`src/rtl/if_pkg.sv`:
```
// Shared definitions for the instruction-fetch stage: FSM state encoding,
// default sequential PC increment and the NOP instruction word.
package if_pkg;

    typedef enum logic [1:0] {
        IDLE = 2'd0,
        REQ  = 2'd1,
        WAIT = 2'd2,
        HOLD = 2'd3
    } fetch_state_t;

    localparam int unsigned PC_STEP_DEF = 4;
    localparam logic [31:0] NOP         = 32'h0000_0000;

endpackage

```
`src/rtl/if_fetch_unit.sv`:
```
// Instruction-fetch stage feeding the IF/ID pipeline register.
// Holds the PC, issues one outstanding request to instruction memory,
// captures the returned word with its PC+step, and handles hazard stalls
// and branch/jump redirects. Optional macro FETCH_PERF_CNT_EN adds the
// stall_cnt / flush_cnt performance counter outputs.
module if_fetch_unit
    import if_pkg::*;
#(
    parameter logic [31:0] RESET_PC = 32'h0000_0000,
    parameter int unsigned PC_STEP  = PC_STEP_DEF
) (
    input  logic        clk,
    input  logic        reset,
    output logic        imem_req,
    output logic [31:0] imem_addr,
    input  logic        imem_ready,
    input  logic        imem_rvalid,
    input  logic [31:0] imem_rdata,
    input  logic        stall,
    input  logic        redirect_valid,
    input  logic [31:0] redirect_pc,
    output logic [31:0] inst_out,
    output logic [31:0] pc_out,
    output logic        if_id_write,
    output logic        if_flush
`ifdef FETCH_PERF_CNT_EN
    ,
    output logic [31:0] stall_cnt,
    output logic [31:0] flush_cnt
`endif
);

    localparam logic [31:0] STEP = 32'(PC_STEP);

    fetch_state_t r_state;
    logic [31:0]  r_pc;
    logic [31:0]  r_inst_q;
    logic [31:0]  r_pc_q;
    logic         r_discard;

    logic         w_accept;
    logic [31:0]  w_redir_pc;

    assign w_accept    = (r_state == REQ) && imem_ready;
    assign w_redir_pc  = redirect_pc & ~32'h0000_0003;

    assign imem_req    = (r_state == REQ);
    assign imem_addr   = r_pc;
    assign inst_out    = r_inst_q;
    assign pc_out      = r_pc_q;
    assign if_flush    = redirect_valid & ~reset;
    assign if_id_write = (r_state == HOLD) & ~stall & ~redirect_valid & ~reset;

    // Fetch FSM: PC, captured instruction, and stale-response discard flag
    always_ff @(posedge clk) begin
        if (reset) begin
            r_state   <= IDLE;
            r_pc      <= RESET_PC;
            r_inst_q  <= NOP;
            r_pc_q    <= '0;
            r_discard <= 1'b0;
        end else begin
            case (r_state)
                IDLE: begin
                    r_state <= REQ;
                    if (redirect_valid) begin
                        r_pc     <= w_redir_pc;
                        r_inst_q <= NOP;
                    end
                end
                REQ: begin
                    if (redirect_valid) begin
                        r_pc <= w_redir_pc;
                    end
                    if (w_accept) begin
                        r_state   <= WAIT;
                        // the request already went out at the old PC; its data must be dropped
                        r_discard <= redirect_valid;
                    end
                end
                WAIT: begin
                    if (redirect_valid) begin
                        r_pc <= w_redir_pc;
                    end
                    if (imem_rvalid) begin
                        r_discard <= 1'b0;
                        if (!r_discard && !redirect_valid) begin
                            r_inst_q <= imem_rdata;
                            r_pc_q   <= r_pc + STEP;
                            r_state  <= HOLD;
                        end else begin
                            r_state  <= REQ;
                        end
                    end else if (redirect_valid) begin
                        r_discard <= 1'b1;
                    end
                end
                HOLD: begin
                    if (redirect_valid) begin
                        r_pc     <= w_redir_pc;
                        r_inst_q <= NOP;
                        r_state  <= REQ;
                    end else if (!stall) begin
                        r_pc    <= r_pc + STEP;
                        r_state <= REQ;
                    end
                end
                default: begin
                    r_state <= IDLE;
                end
            endcase
        end
    end

`ifdef FETCH_PERF_CNT_EN
    logic [31:0] r_stall_cnt;
    logic [31:0] r_flush_cnt;

    assign stall_cnt = r_stall_cnt;
    assign flush_cnt = r_flush_cnt;

    // Performance counters: stalled cycles in HOLD and redirect flush cycles
    always_ff @(posedge clk) begin
        if (reset) begin
            r_stall_cnt <= '0;
            r_flush_cnt <= '0;
        end else begin
            if ((r_state == HOLD) && stall) begin
                r_stall_cnt <= r_stall_cnt + 32'd1;
            end
            if (redirect_valid) begin
                r_flush_cnt <= r_flush_cnt + 32'd1;
            end
        end
    end
`endif

endmodule

```
`config.mk`:
```
export PLATFORM = sky130hd
export DESIGN_NAME = if_fetch_unit
export DESIGN_NICKNAME = d
export VERILOG_FILES = /design/src/rtl/if_pkg.sv /design/src/rtl/if_fetch_unit.sv
export SDC_FILE = /design/constraint.sdc
export NUM_CORES = 1
export LEC_CHECK = 0
export BUFFER_PORTS_ARGS = -buffer_cell sky130_fd_sc_hd__buf_2
export CORE_MARGIN = 8
export CORE_UTILIZATION = 34
export DETAILED_ROUTE_END_ITERATION = 7
export SYNTH_ARGS = -nofsm -noshare
export SYNTH_HDL_FRONTEND = slang
export SYNTH_SLANG_ARGS = --single-unit
```
`constraint.sdc`:
```
create_clock -name clk -period 3.5 [get_ports clk]
set_input_delay 0.7 -clock clk [delete_from_list [all_inputs] [get_ports clk]]
set_output_delay 0.7 -clock clk [all_outputs]
set_load 0.02 [all_outputs]
```
==> results.ini <==
[status]
outcome=finished, final reports clean

[setup_path]
crit_chain=ha_1, nand3_1, or4_4, or4_1, a31oi_1
start_kind=flop
slowest_delay_ns=0.63
worstSetupEndpointType=flop
critPathSlowestCell=or4_4
worstSetupPathType=flop to flop
crit_arrival_ns=2.78
worst-endpoint-required_ns=3.78
crit_fanout=8

[cells_and_area]
fin_cells=909
fin_util=0.425
multi_input_area_sq_um=2700
area_growth_pct=23.4
finalNetCount=796
seq_area_sq_um=1900
n_fill_cell=1514
drive_gt1_frac=0.290
antenna_cells=0
finalInstanceArea_sq_um=6080

[synth]
synth-async-reset-ratio=0
netlist_area_sq_um=4920
synth_edf_count=0
synthTopCellsByCount=dfxtp_1, nor2_1, clkbuf_1
synth_compound_area_frac=0.257
synthAdderAreaFrac=0.0152
synth.avg_cell_area_sq_um=8.34
synth_xor_area_frac=0.0178
yosysSeqAreaShare=0.386
yosysTopAreaCell=dfxtp_1
synth_top_family_by_area=compound AO/OA/AOI/OAI gates
synth_mux_area_frac=0.00839
yosys-top-cells-area=dfxtp_1, a22oi_1, nor2_1
netlist_instances=590
yosys.cell_types.count=68
ys.flop_type=dfxtp_1
synth_top_area_frac=0.386
post-synth-top-count-cell=dfxtp_1
synth_simple_gate_area_frac=0.241
synth-seq-cells=95
yosysWarnings=0

[drt]
ant_nets=0
wl_per_cell_um=18.6
drt_wl_total_um=16900
drc=0
via_count=5181
dr.pass1.iters=4
drt-initial-drc-count=411
drt-vias-per-instance=5.70

[place]
gp_congestion=0.808
dpl_cell_area_sq_um=5800
dp_hpwl_um=12100
dp.cells=893
io_buffer_count=162

[grt]
grtUsageTotal=0.178
grt_max_degree=57
grt_pass1_wl_um=26500
antenna_found_initial=2
grt_pass1_vias=5016
grt-ovfl-total=0

[pwr]
power_density_nw_per_um2=403
power_mw=2.45
leakage_nw=2.39
peakVddDrop_uv=200

[timing]
hold_viol_final=0
relSlewSlack=0.412
fin_crit_sh=0.714
setup_viol=0
slew_viol_final=0
rsz0062_at_grt=no
clock_skew_ns=0.0102
fmax_ghz=0.400
tns_ns=0
worst_slew_pin_slew_ns=0.874
post-route-min-period_ns=2.50

[clock_network]
cts_root_buffer=clkbuf_16
cts_num_sinks=95
htree_levels=3
post_cts.repair.setup_buffers=0
ctsHoldBuffers=0
cts_tree=built
cts_buffers=9
ctsLongestPathBuffers=2
cts.clk_slew.worst_paths_ns=0.07
insertion_delay_ns=0.35
cts_resized=0

[min_path]
min_path_type=flop to flop

[die]
dieHeight_um=136
core_area_sq_um=14300
num_rows=44
initial_core_util=0.344
die_area_sq_um=18600
ios=169
dieWidth_um=136

[job]
maxCapViolations=0

per-layer routing:
| layer | GRT usage | wire length [um] | up-vias |
|---|---|---|---|
| met5 | 0 | 22 | - |
| met4 | 0.0641 | 247 | 4 |
| met3 | 0.0573 | 1500 | 24 |
| met2 | 0.279 | 7640 | 204 |
| met1 | 0.225 | 7510 | 2443 |
| li1 | - | - | 2506 |
logic make-up after synthesis:
group,count (synthesis)
buffers and inverters,74
DFF,95
muxes,4
adders and majority gates,6
and+or+nand+nor,218
xor gates and xnor gates,10
other,1
AOI/OAI and AO/OA,182
registers in the layout, summed over array words and instances, names as in the netlist:
register	count
r_state	2
imem_addr	30
r_discard	1
pc_out	30
inst_out	32
final timing paths:
check / from / end / slack (ns) / cells past startpoint
worst min-delay path: pc_out[3]$_SDFFE_PP0P_ / pc_out[3]$_SDFFE_PP0P_ / 0.47 / 2
worst max register to register: imem_addr[2]$_SDFFE_PP0P_ / pc_out[30]$_SDFFE_PP0P_ / 1.00 / 5
worst max-delay path: imem_addr[2]$_SDFFE_PP0P_ / pc_out[30]$_SDFFE_PP0P_ / 1.00 / 5
worst min register to register: pc_out[3]$_SDFFE_PP0P_ / pc_out[3]$_SDFFE_PP0P_ / 0.47 / 2
where the power goes:
part	total [mW]	switching [mW]	internal [mW]	leakage, nW
sequential	1.17	0.0540	1.12	0.772
combinational	0.341	0.213	0.128	1.49
clock	0.939	0.439	0.501	0.132
critical path, delay by kind of cell, from the launching register on:
kind | cells | cell delay, ns
DFF | 1 | 0.46
adders and majority gates | 1 | 0.40
and+or+nand+nor | 3 | 1.41
AOI/OAI and AO/OA | 1 | 0.16
area by class of cell:
| class | instances | area share |
|---|---|---|
| multi-input cells | 424 | 0.444 |
| flip-flops and latches | 95 | 0.313 |
| repair buffers | 177 | 0.152 |
| clock buffers | 11 | 0.0399 |
| well taps | 184 | 0.0379 |
| inverters | 13 | 0.00803 |
| clock inverters | 5 | 0.00556 |
metrics by stage:
| step | worst slack [ns] | hold WS, ns |
|---|---|---|
| 6_report | 1.00 | 0.475 |
| 3_5_place_dp | 1.03 | 0.465 |
| 2_1_floorplan | 1.08 | 0.495 |
| 4_1_cts | 0.984 | 0.483 |
| 3_3_place_gp | 1.06 | 0.452 |
| 5_1_grt | 0.821 | 0.499 |
placed cells by master (no fill, tap or decap), types with 13 or more instances in the layout:
cell | Yosys | layout
a21oi_1 | 29 | 29
buf_4 | 7 | 15
nor4_1 | 15 | 15
a31oi_1 | 15 | 15
or4_1 | 19 | 19
dfxtp_1 | 95 | 95
a22oi_1 | 33 | 33
nand2_1 | 35 | 35
buf_2 | 5 | 162
o21ai_0 | 34 | 34
inv_1 | 13 | 13
nor2_1 | 60 | 59
nand3_1 | 21 | 21
(Power assumes the default switching activity.)
